<file path="src/rtl/idli_sqi_ctl_m.sv">
// rtl/idli_sqi_ctl_m.sv - SQI SRAM port arbiter and nibble-serial transaction sequencer
module idli_sqi_ctl_m #(
  parameter int BURST_NIBBLES = 4
) (
  input  logic        i_sqi_gck,
  input  logic        i_sqi_rst_n,
  input  logic        i_sqi_req0,
  input  logic [15:0] i_sqi_addr0,
  output logic        o_sqi_gnt0,
  input  logic        i_sqi_req1,
  input  logic [15:0] i_sqi_addr1,
  input  logic        i_sqi_wr1,
  output logic        o_sqi_gnt1,
  input  logic [3:0]  i_sqi_wdata,
  output logic        o_sqi_wr_rdy,
  output logic [3:0]  o_sqi_rdata,
  output logic        o_sqi_rvld,
  output logic        o_sqi_rid,
  output logic        o_sqi_cs_n,
  output logic [3:0]  o_sqi_sio_out,
  output logic        o_sqi_sio_oe,
  input  logic [3:0]  i_sqi_sio_in
);

  typedef enum logic [2:0] {
    S_IDLE, S_CMD, S_ADDR, S_DUMMY, S_DATA, S_DESEL
  } state_t;

  localparam logic [2:0] LP_BURST_M1 = 3'(BURST_NIBBLES - 1);

  state_t      r_state;
  state_t      w_next;
  logic [2:0]  r_cnt;
  logic        r_last;
  logic        r_rid;
  logic        r_wr;
  logic [15:0] r_addr;
  logic        w_gnt0;
  logic        w_gnt1;
  logic [23:0] w_baddr;

  assign w_baddr = {7'b0, r_addr, 1'b0};

  // Grants are gated by reset so nothing is offered while the port is held in reset.
  always_comb begin
    w_next = r_state;
    w_gnt0 = 1'b0;
    w_gnt1 = 1'b0;
    case (r_state)
      S_IDLE: begin
        if (i_sqi_rst_n) begin
          if (i_sqi_req0 && (!i_sqi_req1 || r_last)) w_gnt0 = 1'b1;
          else if (i_sqi_req1)                       w_gnt1 = 1'b1;
        end
        if (w_gnt0 || w_gnt1) w_next = S_CMD;
      end
      S_CMD:   if (r_cnt == 3'd1) w_next = S_ADDR;
      S_ADDR:  if (r_cnt == 3'd5) w_next = r_wr ? S_DATA : S_DUMMY;
      S_DUMMY: if (r_cnt == 3'd1) w_next = S_DATA;
      S_DATA:  if (r_cnt == LP_BURST_M1) w_next = S_DESEL;
      S_DESEL: w_next = S_IDLE;
      default: w_next = S_IDLE;
    endcase
  end

  always_ff @(posedge i_sqi_gck or negedge i_sqi_rst_n) begin
    if (!i_sqi_rst_n) begin
      r_state <= S_IDLE;
      r_cnt   <= 3'd0;
      r_last  <= 1'b1;
      r_rid   <= 1'b0;
      r_wr    <= 1'b0;
      r_addr  <= 16'h0000;
    end else begin
      r_state <= w_next;
      r_cnt   <= (w_next != r_state) ? 3'd0 : r_cnt + 3'd1;
      if (w_gnt0) begin
        r_last <= 1'b0;
        r_rid  <= 1'b0;
        r_wr   <= 1'b0;
        r_addr <= i_sqi_addr0;
      end else if (w_gnt1) begin
        r_last <= 1'b1;
        r_rid  <= 1'b1;
        r_wr   <= i_sqi_wr1;
        r_addr <= i_sqi_addr1;
      end
    end
  end

  always_comb begin
    o_sqi_cs_n    = 1'b1;
    o_sqi_sio_oe  = 1'b0;
    o_sqi_sio_out = 4'h0;
    o_sqi_rvld    = 1'b0;
    o_sqi_rdata   = 4'h0;
    o_sqi_wr_rdy  = 1'b0;
    case (r_state)
      S_CMD: begin
        o_sqi_cs_n    = 1'b0;
        o_sqi_sio_oe  = 1'b1;
        o_sqi_sio_out = r_cnt[0] ? {3'b001, ~r_wr} : 4'h0;
      end
      S_ADDR: begin
        o_sqi_cs_n    = 1'b0;
        o_sqi_sio_oe  = 1'b1;
        o_sqi_sio_out = w_baddr[5'd20 - {r_cnt, 2'b00} +: 4];
      end
      S_DUMMY: o_sqi_cs_n = 1'b0;
      S_DATA: begin
        o_sqi_cs_n = 1'b0;
        if (r_wr) begin
          o_sqi_wr_rdy  = 1'b1;
          o_sqi_sio_oe  = 1'b1;
          o_sqi_sio_out = i_sqi_wdata;
        end else begin
          o_sqi_rvld  = 1'b1;
          o_sqi_rdata = i_sqi_sio_in;
        end
      end
      default: ;
    endcase
  end

  assign o_sqi_gnt0 = w_gnt0;
  assign o_sqi_gnt1 = w_gnt1;
  assign o_sqi_rid  = r_rid;

endmodule

</file>
<file path="config.mk">
export PLATFORM = sky130hd
export DESIGN_NAME = idli_sqi_ctl_m
export DESIGN_NICKNAME = d
export VERILOG_FILES = /design/src/rtl/idli_sqi_ctl_m.sv
export SDC_FILE = /design/constraint.sdc
export NUM_CORES = 1
export LEC_CHECK = 0
export BUFFER_PORTS_ARGS = -buffer_cell sky130_fd_sc_hd__buf_2
export CORE_AREA = 2 2 64 66
export DETAILED_ROUTE_END_ITERATION = 6
export DIE_AREA = 0 0 66 68
export PLACE_DENSITY = 0.73
export SETUP_SLACK_MARGIN = 0.2
export SYNTH_ARGS = -nofsm -noshare
export SYNTH_HDL_FRONTEND = slang
export SYNTH_SLANG_ARGS = --single-unit
</file>
<file path="constraint.sdc">
create_clock -name i_sqi_gck -period 1.6 [get_ports i_sqi_gck]
set_input_delay 0.4 -clock i_sqi_gck [delete_from_list [all_inputs] [get_ports i_sqi_gck]]
set_output_delay 0.4 -clock i_sqi_gck [all_outputs]
set_load 0.01 [all_outputs]
</file>
==> impl_metrics.prom <==
# TYPE chip_impl_metric gauge
chip_impl_metric{name="syn_nets",unit=""} 224
chip_impl_metric{name="antenna_cells_inserted",unit=""} 0
chip_impl_metric{name="cp_data_required_time",unit="ps"} 1200
chip_impl_info{name="synth_flop_cell",value="dfrtp_1"} 1
chip_impl_info{name="worstHoldPathType",value="in -> async"} 1
chip_impl_metric{name="layout-drive-gt1-share",unit=""} 0.5789
chip_impl_metric{name="grt_max_degree",unit=""} 27
chip_impl_metric{name="worstSkewPairLatency",unit="ps"} 270
chip_impl_info{name="unrepaired_setup_endpoints_after_global_routing",value="yes"} 1
chip_impl_metric{name="fin_ws",unit="ps"} -361.9
chip_impl_metric{name="first_pass_grt_wire_length",unit="um"} 6906
chip_impl_info{name="timing.critical_path.slowest_stage_cell",value="dfrtp_2"} 1
chip_impl_info{name="synth.cells.most_frequent",value="dfrtp_1, mux2i_1, a21oi_1"} 1
chip_impl_info{name="tritoncts",value="done"} 1
chip_impl_metric{name="cts_buffers",unit=""} 3
chip_impl_metric{name="hpwlAfterDp",unit="um"} 3023
chip_impl_metric{name="static-leakage-power",unit="nW"} 1.270
chip_impl_metric{name="place_ws",unit="ps"} -143.4
chip_impl_metric{name="antenna_violating_nets_post_route",unit=""} 0
chip_impl_metric{name="worst_max_slew_pin_slew",unit="ps"} 395.7
chip_impl_info{name="synth_top_cells_by_area",value="dfrtp_1, mux2i_1, a21oi_1"} 1
chip_impl_metric{name="avgViaCountPerCell",unit=""} 5.165
chip_impl_metric{name="grt_use_total",unit=""} 0.2014
chip_impl_metric{name="floorplan.initialDensity",unit=""} 0.4147
chip_impl_metric{name="grt_remaining_overflow",unit=""} 0
chip_impl_metric{name="synth-async-reset-ratio",unit=""} 1.000
chip_impl_metric{name="ff2ff_path_depth",unit=""} 7
chip_impl_metric{name="synth.ff_latch_count",unit=""} 25
chip_impl_metric{name="final_hold_viol_count",unit=""} 0
chip_impl_metric{name="clkTransAtPathRegs",unit="ps"} 90
chip_impl_metric{name="final_cell_area",unit="um2"} 2599
chip_impl_metric{name="number_of_global_route_vias_before_repair",unit=""} 1554
chip_impl_info{name="crit_type",value="reg -> out"} 1
chip_impl_metric{name="r2r_setup_slack",unit="ps"} -200
chip_impl_metric{name="mappedNetlistArea",unit="um2"} 1599
chip_impl_metric{name="netlist.area_leader.share",unit=""} 0.3756
chip_impl_metric{name="worstPathBufferInverterCount",unit=""} 1
chip_impl_info{name="failed_checks",value="negative setup slack"} 1
chip_impl_metric{name="drt_wl_total",unit="um"} 4442
chip_impl_metric{name="cts.htree.levels",unit=""} 1
chip_impl_metric{name="regArea",unit="um2"} 633.1
chip_impl_metric{name="multi_input_area",unit="um2"} 1104
chip_impl_metric{name="via_count",unit=""} 1632
chip_impl_metric{name="top_level_ports",unit=""} 60
chip_impl_metric{name="wl_per_cell",unit="um"} 14.06
chip_impl_metric{name="synth.yosys.seq_area_share",unit=""} 0.3920
chip_impl_metric{name="worst_clock_skew",unit="ps"} 3.839
chip_impl_info{name="worstSetupEndpointType",value="output port"} 1
chip_impl_metric{name="number_of_flops_mapped_to_enable_cells_by_yosys",unit=""} 0
chip_impl_metric{name="netlist_instances",unit=""} 176
chip_impl_metric{name="path_max_fanout",unit=""} 3
chip_impl_metric{name="fill_cell_instance_count_of_the_final_layout",unit=""} 325
chip_impl_metric{name="setup_violating_endpoint_count_in_the_final_report",unit=""} 35
chip_impl_metric{name="grt_antenna_before_repair",unit=""} 0
chip_impl_info{name="worst_r2r_startpoint",value="r_cnt[1]"} 1
chip_impl_info{name="yosysTopAreaCell",value="dfrtp_1"} 1
chip_impl_metric{name="min_period",unit="ps"} 1962
chip_impl_info{name="critical_path_cell_by_cell",value="nor2b_4, a221oi_2, a21oi_2, a32o_2, buf_6"} 1
chip_impl_metric{name="drtPass1Iterations",unit=""} 4
chip_impl_metric{name="worst_ep_arrival_time",unit="ps"} 1560
chip_impl_metric{name="avgSynthCellArea",unit="um2"} 9.085
chip_impl_metric{name="placed_standard_cell_area",unit="um2"} 2136
chip_impl_metric{name="timing.max_slew.rel_slack",unit=""} 0.7342
chip_impl_metric{name="die-height",unit="um"} 68
chip_impl_metric{name="die_width",unit="um"} 66
chip_impl_metric{name="timing.max_cap.violations",unit=""} 0
chip_impl_info{name="critical_path.startpoint_type",value="flip-flop"} 1
chip_impl_metric{name="ys_types",unit=""} 37
chip_impl_metric{name="drc",unit=""} 0
chip_impl_metric{name="gp_congestion",unit=""} 0.8532
chip_impl_metric{name="holdWs",unit="ps"} 140.9
chip_impl_metric{name="syn2layout_area_growth",unit="%"} 62.52
chip_impl_info{name="cts.root.buffer_cell",value="clkbuf_8"} 1
chip_impl_info{name="critical_path.top_delay_family",value="compound AO/OA/AOI/OAI gates"} 1
chip_impl_info{name="crit-reg2reg-capture",value="r_state[0]"} 1
chip_impl_metric{name="max_stage_delay",unit="ps"} 430
chip_impl_metric{name="max_clock_freq",unit="MHz"} 509.7
chip_impl_metric{name="dieArea",unit="um2"} 4488
chip_impl_metric{name="clock_sinks",unit=""} 25
chip_impl_metric{name="number_of_cell_rows",unit=""} 23
chip_impl_metric{name="power_density",unit="nW/um2"} 1592
chip_impl_metric{name="worst_ir_drop_vdd",unit="mV"} 0.8785
chip_impl_metric{name="portBuffers",unit=""} 59
chip_impl_metric{name="period_share",unit=""} 1.226
chip_impl_info{name="status",value="finished, violations left"} 1
chip_impl_metric{name="nNetsFinal",unit=""} 315
chip_impl_metric{name="cts-root-to-sink-buffers",unit=""} 2
chip_impl_metric{name="drtIter0Drc",unit=""} 56
chip_impl_metric{name="ys_warnings",unit=""} 0
chip_impl_metric{name="coreArea",unit="um2"} 3856
chip_impl_metric{name="report.final.slew_viol_count",unit=""} 0
==> final cells by class <==
cell class	instances	area share
timing repair buffer	99	0.2778
sequential	25	0.2436
multi-input combinational	132	0.4247
inverter	6	0.01252
tap	50	0.02407
clock buffer	4	0.01733
==> cell families (layout without fill, tap and decap cells) <==
family                     count (synthesis)  in the layout  share of synthesized area
xor gates and xnor gates                   1              1                   0.005478
buffers and inverters                     19            109                    0.06964
and+or+nand+nor                           64             64                     0.2152
DFF                                       25             25                     0.3920
muxes                                     24             24                     0.1502
AOI/OAI and AO/OA                         40             40                     0.1440
adders and majority gates                  3              3                    0.02348
==> power breakdown <==
part | switching, W | internal (W) | total, W
sequential | 0.000244 | 0.000940 | 0.00118
combinational | 0.00122 | 0.00135 | 0.00258
clock | 0.000199 | 0.000178 | 0.000377
==> through the flow <==
step                      TNS, ps  power [W]    util  std cells
after global placement      -1597   0.002973  0.5539        297
after floorplan            -204.8   0.002461       -        176
after global routing        -8201   0.004454  0.6739        316
after detailed placement    -2581   0.003018  0.5539        297
after CTS                   -5481   0.003803  0.6262        312
final                       -5495   0.004137  0.6739        316
==> state kept, by name, summed over array words and instances (netlist names) <==
| register | cells |
|---|---|
| o_sqi_rid | 1 |
| r_cnt | 3 |
| r_last | 1 |
| r_state | 3 |
| r_wr | 1 |
| r_addr | 16 |
==> worst max path at each step <==
| stage | start | endpoint | slack, ps | cells after the start |
|---|---|---|---|---|
| 6_report | r_cnt[1] | o_sqi_sio_out[2] | -360 | 5 |
| 5_1_grt | r_cnt[1] | o_sqi_sio_out[2] | -420 | 5 |
| 4_1_cts | r_cnt[2] | o_sqi_sio_out[2] | -380 | 5 |
| 3_5_place_dp | r_state[2] | o_sqi_rdata[1] | -140 | 5 |
| 3_3_place_gp | r_state[2] | o_sqi_rdata[1] | -120 | 5 |
| 2_1_floorplan | r_state[0] | o_sqi_gnt0 | -100 | 6 |
==> layout by cell type, fill, tap and decap left out, types with 4 or more instances in the layout <==
cell type and count:
a21oi_1 18, nand2_1 7, a21oi_2 5, buf_2 52
mux2i_1 22, dfrtp_1 19, nor3_1 4, nor2_1 19
buf_4 26, buf_6 17, dfrtp_2 5
==> repair_timing <==
action	4_1_cts	5_1_grt
setup buffers	11	4
gates cloned	0	0
pin swaps	14	16
endpoints found under the setup margin	37	38
hold buffers	0	0
resized for setup	35	36
==> per-layer routing <==
metal  vias up  routed length, um  global-route usage
li1        797                  -                   -
met3        10                188             0.02467
met5         -                  0                   0
met4         0                 94             0.07653
met1       766               1856              0.2448
met2        59               2302              0.3662
Power figures use the tool's default switching activity.
